<file path="src/rtl/mem_arb_pkg.sv">
// Shared encodings and lane helpers for the I/D memory port arbiter.
package mem_arb_pkg;

  localparam logic [1:0] MEMOP_NONE = 2'b00;
  localparam logic [1:0] MEMOP_LDS  = 2'b01;
  localparam logic [1:0] MEMOP_LDU  = 2'b10;
  localparam logic [1:0] MEMOP_ST   = 2'b11;

  localparam logic [1:0] MEMSIZE_B  = 2'b00;
  localparam logic [1:0] MEMSIZE_H  = 2'b01;
  localparam logic [1:0] MEMSIZE_W  = 2'b10;

  typedef enum logic [1:0] {
    ST_IDLE    = 2'd0,
    ST_RD_WAIT = 2'd1,
    ST_RESP    = 2'd2
  } arbState_t;

  // Byte offset after dropping the address bits finer than the access size.
  function automatic logic [1:0] alignOff(input logic [1:0] size, input logic [1:0] a);
    case (size)
      MEMSIZE_B: alignOff = a;
      MEMSIZE_H: alignOff = {a[1], 1'b0};
      default:   alignOff = 2'b00;
    endcase
  endfunction

  function automatic logic [3:0] laneMask(input logic [1:0] size, input logic [1:0] a);
    case (size)
      MEMSIZE_B: laneMask = 4'b0001 << a;
      MEMSIZE_H: laneMask = 4'b0011 << {a[1], 1'b0};
      default:   laneMask = 4'b1111;
    endcase
  endfunction

endpackage

</file>
<file path="src/rtl/mem_lane_align.sv">
// Byte-lane steering: store enables/replicated data and load extract/extend.
module mem_lane_align
  import mem_arb_pkg::*;
(
  input  logic [1:0]  stSize,
  input  logic [1:0]  stAddrLo,
  input  logic [31:0] stData,
  output logic [3:0]  stWen,
  output logic [31:0] stDin,
  input  logic [1:0]  ldSize,
  input  logic [1:0]  ldAddrLo,
  input  logic        ldSigned,
  input  logic [31:0] ldRaw,
  output logic [31:0] ldData
);

  logic [31:0] shifted;

  assign stWen   = laneMask(stSize, stAddrLo);
  assign shifted = ldRaw >> {alignOff(ldSize, ldAddrLo), 3'b000};

  always_comb begin
    stDin = stData;
    case (stSize)
      MEMSIZE_B: stDin = {4{stData[7:0]}};
      MEMSIZE_H: stDin = {2{stData[15:0]}};
      default:   stDin = stData;
    endcase
  end

  always_comb begin
    ldData = shifted;
    case (ldSize)
      MEMSIZE_B: ldData = ldSigned ? {{24{shifted[7]}}, shifted[7:0]}  : {24'h0, shifted[7:0]};
      MEMSIZE_H: ldData = ldSigned ? {{16{shifted[15]}}, shifted[15:0]} : {16'h0, shifted[15:0]};
      default:   ldData = shifted;
    endcase
  end

endmodule

</file>
<file path="src/rtl/mem_access_arbiter.sv">
// Single-port RAM/ROM arbiter between fetch (I) and load/store (D), one read in flight.
// Define MEM_MISALIGN_TRAP_EN to trap misaligned half/word accesses instead of forcing alignment.
module mem_access_arbiter
  import mem_arb_pkg::*;
#(
  parameter int MEM_LAT      = 1,
  parameter int RAM_SEL_BIT  = 31,
  parameter int D_STREAK_MAX = 4
) (
  input  logic        clk,
  input  logic        rst,
  input  logic        i_req,
  input  logic [31:0] i_addr,
  output logic        i_gnt,
  output logic        i_rvalid,
  output logic [31:0] i_rdata,
  input  logic        d_req,
  input  logic [1:0]  d_op,
  input  logic [1:0]  d_size,
  input  logic [31:0] d_addr,
  input  logic [31:0] d_wdata,
  output logic        d_gnt,
  output logic        d_rvalid,
  output logic [31:0] d_rdata,
  output logic        d_err,
  output logic        ram_en,
  output logic        rom_en,
  output logic [3:0]  mem_wen,
  output logic [29:0] mem_addr,
  output logic [31:0] mem_din,
  input  logic [31:0] mem_dout
);

  localparam int LW = (MEM_LAT > 1) ? $clog2(MEM_LAT) : 1;
  localparam int SW = (D_STREAK_MAX > 0) ? $clog2(D_STREAK_MAX + 1) : 1;
  localparam logic [SW-1:0] STREAK_MAX = SW'(D_STREAK_MAX);

  arbState_t   state, stateNext;
  logic [LW-1:0] latCnt, latNext;
  logic [SW-1:0] streak;
  logic        ownerD, ldSignQ;
  logic [1:0]  ldOffQ, ldSizeQ;
  logic [31:0] iRdataQ, dRdataQ, ldData;
  logic        iRvalidQ, dRvalidQ;
  logic        inIdle, dWants, pickD, pickI, startRead, misalign, capture;
  logic [3:0]  stWen;
  logic        unusedBits;

  assign unusedBits = ^i_addr[1:0];

  assign inIdle  = (state == ST_IDLE) && !rst;
  assign dWants  = d_req && (d_op != MEMOP_NONE);
  // I only overrides D once D has taken STREAK_MAX grants in a row while I waited.
  assign pickD   = inIdle && dWants && !(i_req && streak == STREAK_MAX);
  assign pickI   = inIdle && i_req && !pickD;
  assign capture = (state == ST_RD_WAIT) && (latCnt == '0);

`ifdef MEM_MISALIGN_TRAP_EN
  assign misalign = (d_size == MEMSIZE_H) ? d_addr[0]
                  : (d_size != MEMSIZE_B) && (d_addr[1:0] != 2'b00);
`else
  assign misalign = 1'b0;
`endif

  assign mem_addr = pickI ? i_addr[31:2] : d_addr[31:2];

  mem_lane_align uAlign (
    .stSize  (d_size),
    .stAddrLo(d_addr[1:0]),
    .stData  (d_wdata),
    .stWen   (stWen),
    .stDin   (mem_din),
    .ldSize  (ldSizeQ),
    .ldAddrLo(ldOffQ),
    .ldSigned(ldSignQ),
    .ldRaw   (mem_dout),
    .ldData  (ldData)
  );

  always_comb begin
    i_gnt     = 1'b0;
    d_gnt     = 1'b0;
    d_err     = 1'b0;
    ram_en    = 1'b0;
    rom_en    = 1'b0;
    mem_wen   = 4'b0000;
    startRead = 1'b0;
    stateNext = state;
    latNext   = latCnt;
    case (state)
      ST_IDLE: begin
        if (pickD) begin
          d_gnt = 1'b1;
          if (misalign) begin
            d_err = 1'b1;
          end else if (d_op == MEMOP_ST) begin
            // Stores complete in the grant cycle; ROM stores are refused.
            if (d_addr[RAM_SEL_BIT]) begin
              ram_en  = 1'b1;
              mem_wen = stWen;
            end else begin
              d_err = 1'b1;
            end
          end else begin
            ram_en    = d_addr[RAM_SEL_BIT];
            rom_en    = !d_addr[RAM_SEL_BIT];
            startRead = 1'b1;
          end
        end else if (pickI) begin
          i_gnt     = 1'b1;
          ram_en    = i_addr[RAM_SEL_BIT];
          rom_en    = !i_addr[RAM_SEL_BIT];
          startRead = 1'b1;
        end
        if (startRead) begin
          stateNext = ST_RD_WAIT;
          latNext   = LW'(MEM_LAT - 1);
        end
      end
      ST_RD_WAIT: begin
        if (latCnt == '0) stateNext = ST_RESP;
        else              latNext   = latCnt - 1'b1;
      end
      ST_RESP:  stateNext = ST_IDLE;
      default:  stateNext = ST_IDLE;
    endcase
  end

  always_ff @(posedge clk) begin
    if (rst) begin
      state    <= ST_IDLE;
      latCnt   <= '0;
      streak   <= '0;
      ownerD   <= 1'b0;
      ldOffQ   <= 2'b00;
      ldSizeQ  <= 2'b00;
      ldSignQ  <= 1'b0;
      iRdataQ  <= '0;
      dRdataQ  <= '0;
      iRvalidQ <= 1'b0;
      dRvalidQ <= 1'b0;
    end else begin
      state    <= stateNext;
      latCnt   <= latNext;
      iRvalidQ <= 1'b0;
      dRvalidQ <= 1'b0;
      if (pickD)
        streak <= !i_req ? '0 : (streak == STREAK_MAX) ? streak : streak + 1'b1;
      else if (state == ST_IDLE)
        streak <= '0;
      if (startRead) begin
        ownerD  <= pickD;
        ldOffQ  <= d_addr[1:0];
        ldSizeQ <= d_size;
        ldSignQ <= (d_op == MEMOP_LDS);
      end
      // Data is valid on the last wait cycle, so rvalid lands in RESP.
      if (capture) begin
        if (ownerD) begin
          dRdataQ  <= ldData;
          dRvalidQ <= 1'b1;
        end else begin
          iRdataQ  <= mem_dout;
          iRvalidQ <= 1'b1;
        end
      end
    end
  end

  assign i_rvalid = iRvalidQ;
  assign d_rvalid = dRvalidQ;
  assign i_rdata  = iRdataQ;
  assign d_rdata  = dRdataQ;

endmodule

</file>
<file path="config.mk">
export PLATFORM = sky130hd
export DESIGN_NAME = mem_access_arbiter
export DESIGN_NICKNAME = d
export VERILOG_FILES = /design/src/rtl/mem_arb_pkg.sv /design/src/rtl/mem_lane_align.sv /design/src/rtl/mem_access_arbiter.sv
export SDC_FILE = /design/constraint.sdc
export NUM_CORES = 1
export LEC_CHECK = 0
export CORE_MARGIN = 2
export CORE_UTILIZATION = 33
export DETAILED_ROUTE_END_ITERATION = 6
export PLACE_DENSITY = 0.73
export SKIP_CTS_REPAIR_TIMING = 1
export SYNTH_ARGS = -nofsm -noshare
export SYNTH_HDL_FRONTEND = slang
export SYNTH_SLANG_ARGS = --single-unit
</file>
<file path="constraint.sdc">
create_clock -name clk -period 1.87 [get_ports clk]
set_input_delay 0.374 -clock clk [delete_from_list [all_inputs] [get_ports clk]]
set_output_delay 0.374 -clock clk [all_outputs]
set_load 0.01 [all_outputs]
</file>
==> metrics.txt, run 1 <==
synth unique cells 45; Crit Path Max Fanout 6; worst slack at placement -0.991 ns; CP Capture Type output port; worst r2r src streak[0]$_SDFFE_PP0P_; worst vdd ir 0.405 mV; yosys warns 0; CTS Root Cell clkbuf_16; Synth Flop Type dfxtp_1; pin count of the biggest net entering global routing 56; reg2reg setup slack -0.06 ns; die area 0.0136 mm2; global route overflow 0; clock-pin transition on the worst setup and hold timing paths roughly 0.060 ns; post-synth top area share 36.9%; clock latency on the worst-skew pair 0.34 ns; first-pass GRT wire length ~26 mm; nets@finish about 1,000; detailed placer's ending HPWL about 14 mm; top cells by count, synth nand2_1, dfxtp_1, a21oi_1; drt first pass iters 5; Final Non-Filler Cells 1,050; Max-Cap Viols 0; synth top area cells dfxtp_1, nand2_1, a21oi_1; Fill cells ~1,100; share of cells above drive strength 1 22.0%; critical path's slowest cell or4_4; top-count cell post-synth nand2_1; Final min period 2.50 ns; Area growth syn-to-layout 89.8%; Worst Skew around 0.0073 ns; diode count 0; Worst Hold Path EP streak[1]$_SDFFE_PP0P_; vias post-DR around 5,300; mean post-synth cell area slightly above 7 um2; fin crit share 134%; vias in the first global route 5,055; via/cell ratio 5.02; Post-synth EDFFs 0; clock tree buffer depth 2; area of the core 0.0125 mm2; Final setup viols 44; Buf/Inv on CP 3; total CTS buffers 9; Die Ht 116 um; slew margin rel. 62.7%; reg2reg path depth 9; Post-synth ARST share 0%; Synth Cell Area 0.00418 mm2; total track usage 24.8%; Starting Density 33.5%; CTS tree built; uppermost layer routed met4; dpl cells 1,024; WS Path Type reg2out; Synth Register Bits 77; HP Class in2reg; PD cells 603 mW/mm2; initial antenna violation count 0; crit path cell chain inv_2 > ha_4 > and3_4 > or4_4 > clkinv_8 > nand4b_1 > a21oi_2 > buf_2; sequential fraction of the synthesis area a little under two fifths; status finished, violations left; hold_sp i_req; Port Buffers 270; CTS Sinks 77; Wirelength per Cell between 15 and 20 um; arrival time worst endpoint around 2.1 ns; FF-to-FF End ldOffQ[0]$_SDFFE_PP0P_; Largest delay share family, worst path simple AND/OR/NAND/NOR gates; initial drt markers 386; io pins ~270; gpl congestion 0.908; final worst-path setup slack -0.634 ns; violated checks setup timing; metal2 WL 9.26 mm; total wire length 18.2 mm; H-tree lvl count 3; critical path launch point streak[0]$_SDFFE_PP0P_; Worst setup SP type register; Peak Freq between 300 and 400 MHz; Pleak between 3 and 4 nW; Mapped Cells approximately 580; post-route ant nets 0; met3 routed WL 1.46 mm; Die X-Extent ~120 um; drt drc 0; largest area contributor in the netlist dfxtp_1; Fin. Hold Viols 0; Hold Path Stages 3; Synth Net Count ~710; Rows 41; unrepaired setup endpoints after global routing yes; M1 WL just under 7 mm; critical path's largest stage delay ~0.56 ns; Slew Limit Fails 0; Worst-Margin Slew 0.559 ns; Critical Path RT 1.50 ns
==> per-stage QoR <==
stage | hold slack [ns] | util [%] | cell area, um2 | power (mW) | setup TNS [ns]
after CTS | 0.454 | 61.1 | 7620 | 4.77 | -49.27
after global placement | 0.442 | 59.0 | 7360 | 3.19 | -51.30
after floorplan | 0.473 | - | 4200 | 2.34 | -0.318
after detailed placement | 0.446 | 59.0 | 7360 | 3.22 | -53.58
after global routing | 0.470 | 63.6 | 7920 | 4.98 | -22.75
final | 0.438 | 63.6 | 7920 | 4.78 | -19.76
==> flip-flops by register name, indices dropped and copies added (netlist names) <==
signal,flops
streak,3
ldSizeQ,2
i_rdata,32
i_rvalid,1
ownerD,1
ldSignQ,1
d_rdata,32
ldOffQ,2
state,2
d_rvalid,1
==> per-layer routing <==
layer,global-route usage (%),up-vias
met2,43.6,240
met4,11.5,0
met5,0,-
met1,27.3,2454
met3,7.52,41
li1,-,2538
==> worst register-to-register path, stage by stage, from the launching register on <==
cell      delay, ns
dfxtp_2        0.34
inv_2          0.04
ha_4           0.16
and3_4         0.16
or4_4          0.56
clkinv_8       0.07
buf_4          0.14
a21boi_4       0.10
mux2i_1        0.16
nor2_1         0.06
==> where the power goes <==
group	total [mW]	switching, mW	internal (mW)	leakage (nW)
clock	1.55	0.659	0.894	0.123
combinational	1.47	0.675	0.792	2.80
sequential	1.76	0.0458	1.72	0.626
total	4.78	1.38	3.40	3.54
==> logic make-up (layout without fill, tap and decap cells) <==
logic type | count (synthesis) | count (layout) | share of synthesized area [%]
buf+inv | 61 | 364 | 6.89
compound gates | 135 | 135 | 19.1
fa+ha+maj | 2 | 2 | 0.599
mux | 38 | 38 | 9.68
simple gates | 262 | 262 | 26.8
flops | 77 | 77 | 36.9
==> cells in the final DEF, fill, tap and decap left out, types with 15 or more instances in the layout <==
cell type	count
dfxtp_1	75
buf_6	17
mux2i_1	19
dlymetal6s2s_1	34
clkdlybuf4s50_1	194
nor2_1	34
nand2_1	150
nand3b_1	17
mux2_2	18
a21oi_1	56
o21ai_0	47
clkbuf_2	15
nand2_4	15
buf_4	51
nand2_2	17
==> layout make-up <==
class | count | area (um2) | share of cell area (%)
clock inverter | 4 | 25.0 | 0.316
tap | 172 | 215 | 2.72
sequential | 77 | 1540 | 19.5
inverter | 13 | 61.3 | 0.774
multi-input combinational | 437 | 2570 | 32.4
timing repair buffer | 335 | 3270 | 41.3
clock buffer | 12 | 236 | 2.98
==> how the worst max path moves through the flow <==
stage | to | slack, ns | depth (start not counted)
final | mem_wen[0] | -0.63 | 8
after global routing | mem_wen[0] | -0.70 | 8
after CTS | mem_wen[0] | -1.0 | 7
after detailed placement | mem_wen[0] | -0.99 | 7
after global placement | mem_wen[0] | -0.97 | 7
after floorplan | mem_wen[0] | -0.11 | 8
Note: power is estimated with default switching activity, not from simulation.
==> run 2, diff against run 1 <==
Settings changed: GPL_ROUTABILITY_DRIVEN from default to 0.
==> results of run 2 <==
Final layout, timing and power as in run 1 (identical DEF).
